[src/rtl/dmem_pkg.sv]
// rtl/dmem_pkg.sv - shared constants, response tag and address legality check for the data-memory arbiter
package dmem_pkg;

   localparam logic PORT_CPU = 1'b0;
   localparam logic PORT_DMA = 1'b1;

   // One entry of the in-flight response pipeline.
   typedef struct packed {
      logic valid;
      logic owner;
      logic is_read;
      logic err;
   } tag_t;

   // A byte address is legal when it is word aligned and falls inside the
   // 2**addr_w word memory, i.e. no bit above addr[addr_w+1] is set.
   function automatic logic addr_legal(input logic [31:0] addr, input int unsigned addr_w);
      logic [31:0] hi_mask;
      hi_mask = ~((32'd1 << (addr_w + 32'd2)) - 32'd1);
      return (addr[1:0] == 2'b00) && ((addr & hi_mask) == 32'd0);
   endfunction

endpackage

[src/rtl/rr_arb2.sv]
// rtl/rr_arb2.sv - two-input round-robin arbiter with one-hot grant
module rr_arb2
   import dmem_pkg::*;
(
   input  logic       clk,
   input  logic       reset,
   input  logic [1:0] req,
   output logic [1:0] gnt
);

   // Most recently granted port; starts at the DMA so the CPU wins the first tie.
   logic last;

   // Grant a lone requester directly; on a tie the port that was not last wins.
   always_comb begin
      gnt = 2'b00;
      if (!reset) begin
         if (req[0] && req[1]) begin
            if (last == PORT_CPU) gnt = 2'b10;
            else                  gnt = 2'b01;
         end else begin
            gnt = req;
         end
      end
   end

   // Pointer moves only when something was actually granted.
   always_ff @(posedge clk) begin
      if (reset)      last <= PORT_DMA;
      else if (|gnt)  last <= gnt[1];
   end

endmodule

[src/rtl/data_mem_arbiter.sv]
// rtl/data_mem_arbiter.sv - round-robin sharing of the data memory between CPU and DMA with tagged read return
module data_mem_arbiter
   import dmem_pkg::*;
#(
   parameter int ADDR_W     = 10,
   parameter int RD_LATENCY = 1
) (
   input  logic              clk,
   input  logic              reset,
   input  logic              req0,
   input  logic              req1,
   input  logic              we0,
   input  logic              we1,
   input  logic [31:0]       addr0,
   input  logic [31:0]       addr1,
   input  logic [31:0]       wdata0,
   input  logic [31:0]       wdata1,
   output logic              gnt0,
   output logic              gnt1,
   output logic              rvalid0,
   output logic              rvalid1,
   output logic              err0,
   output logic              err1,
   output logic [31:0]       rdata,
   output logic              mem_read,
   output logic              mem_write,
   output logic [ADDR_W-1:0] mem_addr,
   output logic [31:0]       mem_wdata,
   input  logic [31:0]       mem_rdata
);

   logic [1:0]  gnt_vec;
   logic        any_gnt;
   logic        sel;
   logic        sel_we;
   logic [31:0] sel_addr;
   logic [31:0] sel_wdata;
   logic        legal;
   tag_t        tag_in;
   tag_t        tail;
   logic        rsp_ok;

   // Tag pipeline: stage 0 is loaded at the grant edge, the last stage lines up
   // with mem_rdata RD_LATENCY cycles after the registered command.
   tag_t pipe [0:RD_LATENCY];

   rr_arb2 u_arb (
      .clk   (clk),
      .reset (reset),
      .req   ({req1, req0}),
      .gnt   (gnt_vec)
   );

   assign gnt0    = gnt_vec[0];
   assign gnt1    = gnt_vec[1];
   assign any_gnt = |gnt_vec;

   // Steer the winning port's request fields.
   assign sel       = gnt_vec[1];
   assign sel_we    = sel ? we1    : we0;
   assign sel_addr  = sel ? addr1  : addr0;
   assign sel_wdata = sel ? wdata1 : wdata0;
   assign legal     = addr_legal(sel_addr, ADDR_W);

   assign tag_in = '{valid: any_gnt, owner: sel, is_read: ~sel_we, err: ~legal};

   // Command registers: strobes last one cycle per legal grant, address/data hold otherwise.
   always_ff @(posedge clk) begin
      if (reset) begin
         mem_read  <= 1'b0;
         mem_write <= 1'b0;
         mem_addr  <= '0;
         mem_wdata <= '0;
      end else begin
         mem_read  <= any_gnt && legal && !sel_we;
         mem_write <= any_gnt && legal &&  sel_we;
         if (any_gnt && legal) begin
            mem_addr  <= sel_addr[ADDR_W+1:2];
            mem_wdata <= sel_wdata;
         end
      end
   end

   // Shift every granted request's tag toward the response point; reset drops all in-flight tags.
   always_ff @(posedge clk) begin
      if (reset) begin
         for (int i = 0; i <= RD_LATENCY; i++) pipe[i] <= '0;
      end else begin
         pipe[0] <= tag_in;
         for (int i = 1; i <= RD_LATENCY; i++) pipe[i] <= pipe[i-1];
      end
   end

   assign tail   = pipe[RD_LATENCY];
   assign rsp_ok = tail.valid && !reset;

   assign rvalid0 = rsp_ok && tail.is_read && !tail.err && (tail.owner == PORT_CPU);
   assign rvalid1 = rsp_ok && tail.is_read && !tail.err && (tail.owner == PORT_DMA);
   assign err0    = rsp_ok && tail.err && (tail.owner == PORT_CPU);
   assign err1    = rsp_ok && tail.err && (tail.owner == PORT_DMA);
   assign rdata   = (rvalid0 || rvalid1) ? mem_rdata : 32'd0;

endmodule

[config.mk]
export PLATFORM = sky130hd
export DESIGN_NAME = data_mem_arbiter
export DESIGN_NICKNAME = d
export VERILOG_FILES = /design/src/rtl/dmem_pkg.sv /design/src/rtl/rr_arb2.sv /design/src/rtl/data_mem_arbiter.sv
export SDC_FILE = /design/constraint.sdc
export NUM_CORES = 1
export LEC_CHECK = 0
export ABC_AREA = 1
export BUFFER_PORTS_ARGS = -buffer_cell sky130_fd_sc_hd__buf_2
export CAP_MARGIN = 20
export CORE_ASPECT_RATIO = 1.5
export CORE_MARGIN = 1
export CORE_UTILIZATION = 30
export DETAILED_ROUTE_END_ITERATION = 10
export GPL_TIMING_DRIVEN = 0
export HOLD_SLACK_MARGIN = 0.05
export SLEW_MARGIN = 20
export SYNTH_ARGS = -nofsm -noshare
export SYNTH_HDL_FRONTEND = slang
export SYNTH_HIERARCHICAL = 1
export SYNTH_SLANG_ARGS = --single-unit
export TNS_END_PERCENT = 30
[constraint.sdc]
create_clock -name clk -period 2.54 [get_ports clk]
set_input_delay 0.127 -clock clk [delete_from_list [all_inputs] [get_ports clk]]
set_output_delay 0.127 -clock clk [all_outputs]
set_load 0.03 [all_outputs]
==> impl_metrics.json <==
{
  "number_of_enable_flip_flop_cells_after_synthesis": 0,
  "tritoncts": "done",
  "clock_path_buffers": 2,
  "grt_use_total": 0.185,
  "timing.critical_path.from_type": "flop",
  "antenna_cells_inserted": 0,
  "synth_top_cell_by_area": "dfxtp_1",
  "clk-insertion-delay-late_ps": 290,
  "finalClockSkew_ps": 7.35,
  "syn_area_um2": 3060,
  "syn-num-nets": 732,
  "post_cts_resized": 0,
  "slew_headroom": 0.632,
  "chipHeight_um": 126,
  "finish.instance_area_um2": 4610,
  "finalWirelength_um": 9970,
  "yosysWarningCount": 6,
  "htreeDepth": 2,
  "core_area_um2": 9800,
  "vdd_drop_max_v": 0.000277,
  "synth_most_common_cell": "nand2_1",
  "setup_viol_count_final": 0,
  "synthFlopType": "dfxtp_1",
  "worstSetupEndpointType": "flop",
  "grt_start_max_net_pins": 17,
  "ys_seq_elements": 53,
  "cts_sinks": 53,
  "period_share": 0.823,
  "vias": 3916,
  "gp_routability_congestion": 0.914,
  "gr_ovfl_total": 0,
  "post_layout_nonfiller_instances": 936,
  "p_leak_nw": 3.10,
  "area_share_of_the_leading_cell_type_in_the_synthesized_netlist": 0.347,
  "drv_slew": 0,
  "buffer_ports.inserted": 247,
  "synthesis.area_per_instance_um2": 5.41,
  "dp_hpwl_um": 8190,
  "crit_fanout": 10,
  "required_arrival_time_at_the_worst_endpoint_ps": 2770,
  "fp.dieArea_um2": 10600,
  "setup_total_negative_slack_ps": 0,
  "antenna_found_initial": 0,
  "run_status": "finished with violations",
  "avgRoutedWirePerCell_um": 10.7,
  "layout_min_cycle_time_ps": 2090,
  "yosysUniqueCellTypes": 20,
  "drive_above_1_share": 0.333,
  "synth_top_cells_by_area": "dfxtp_1 (35%), nand2_1 (28%), nor2_1 (18%)",
  "areaGrowthSynthToFinish_pct": 50.6,
  "placedCellCount": 928,
  "synth-seq-area-share": 0.347,
  "finalHoldViolCount": 0,
  "rsz0062_at_grt": "false",
  "drc": 16,
  "ys_async_sr_fraction": 0,
  "max_cap_viol_count": 0,
  "initial_utilization": 0.312,
  "drt_pass1_iterations": 7,
  "worst_hold_slack_ps": 88.5,
  "postPlaceCellArea_um2": 4440,
  "slew_of_the_pin_with_the_lowest_slew_margin_ps": 552,
  "power_per_cell_area_nw_per_um2": 411,
  "worst_setup_hold_path_clk_slew_ps": 70,
  "io-pin-count": 248,
  "drt_iter0_drc": 166,
  "grt_first_pass_wirelength_um": 16100,
  "nets": 986,
  "worst-setup-path-type": "flop to flop",
  "max_clock_freq_mhz": 478,
  "vias_per_cell": 4.18,
  "holdBufCountCts": 0,
  "failed_checks": "DRC",
  "syn_inst": 566,
  "top_cells_by_count_synth": "nand2_1 (225), nor2_1 (149), inv_1 (87)",
  "die_x_um": 84.5,
  "grt_pass1_vias": 3661,
  "timing.critical_path.arrival_ps": 2320,
  "hold_class": "input pin to flop",
  "clk_root_buffer_cell": "clkbuf_16",
  "cts_post_setup_buffers_inserted": 0,
  "placementRows": 44,
  "numCtsBuffers": 5,
  "detail-route-antenna-nets": 0
}
## cells in the final DEF, fill, tap and decap left out
cell,instances
nand2_2,2
buf_1,2
a21oi_1,3
inv_1,87
nor3_2,1
bufinv_16,1
nand3_2,1
nor2_1,149
buf_2,253
clkinv_4,1
nand3b_1,2
dfxtp_1,53
nand2_1,225
nor3_1,2
nor2_2,2
inv_2,4
clkbuf_1,18
nand3_1,5
nor3b_2,1
clkbuf_16,5
nand4_1,2
buf_4,1
buf_6,1
## cell type report
class	count	area, um^2
clock inverter	2	38.8
inverter	91	342
timing repair buffer	247	1240
sequential	53	1060
buffer	27	120
clock buffer	6	129
fill	1096	5190
tap	115	144
multi-input combinational	395	1540
## worst paths after layout
| kind | from | slack, ps | depth (start not counted) | endpoint |
|---|---|---|---|---|
| worst min register to register | pipe[0][3] | 400 | 2 | pipe[0][7] |
| worst max register to register | u_arb/last | 450 | 12 | mem_wdata[3] |
| worst min-delay path | req1 | 90 | 3 | u_arb/last |
| worst max-delay path | u_arb/last | 450 | 12 | mem_wdata[3] |
## registers in the layout, summed over array words and instances (netlist names)
register and count:
u_arb/last 1, mem_addr 10, pipe 8, mem_write 1, mem_read 1, mem_wdata 32
## worst max-delay path: stages (launching register included)
cell and delay, ps:
dfxtp_1 330, a21oi_1 290, buf_2 330, nor2_1 90, nand3_1 70, nand2_1 50
nand2_1 80, nor2_2 50, nand3_2 130, buf_4 200, buf_2 240, nor2_1 70
nor2_1 110
## layer usage
metal / up-vias / wire, um / share of wire / track usage
met5: - / 0 / 0 / 0
li1: 2110 / - / - / -
met4: 0 / 218 / 0.022 / 0.0678
met3: 17 / 621 / 0.062 / 0.0380
met2: 133 / 5000 / 0.50 / 0.342
met1: 1656 / 4130 / 0.41 / 0.207
## cells by family (layout without fill, tap and decap cells)
| group | after synthesis | in the layout | synth area share |
|---|---|---|---|
| buffers and inverters | 118 | 373 | 0.151 |
| flip-flops | 53 | 53 | 0.347 |
| AO/OA/AOI/OAI | 3 | 3 | 0.00490 |
| AND/OR/NAND/NOR | 392 | 392 | 0.498 |
## report_power, final
group	total, W	switching [W]	internal [W]	leakage [nW]
combinational	0.000277	0.000142	0.000134	2.59
sequential	0.000841	0.00000299	0.000838	0.429
clock	0.000775	0.000308	0.000468	0.0810
## per-stage QoR
step / util / worst slack (ps) / power [W]
2_1_floorplan: - / 410 / 0.000980
3_3_place_gp: 0.453 / 334 / 0.00113
3_5_place_dp: 0.453 / 337 / 0.00114
4_1_cts: 0.470 / 372 / 0.00192
5_1_grt: 0.470 / 185 / 0.00199
6_report: 0.470 / 450 / 0.00189
Power figures use the tool's default switching activity.
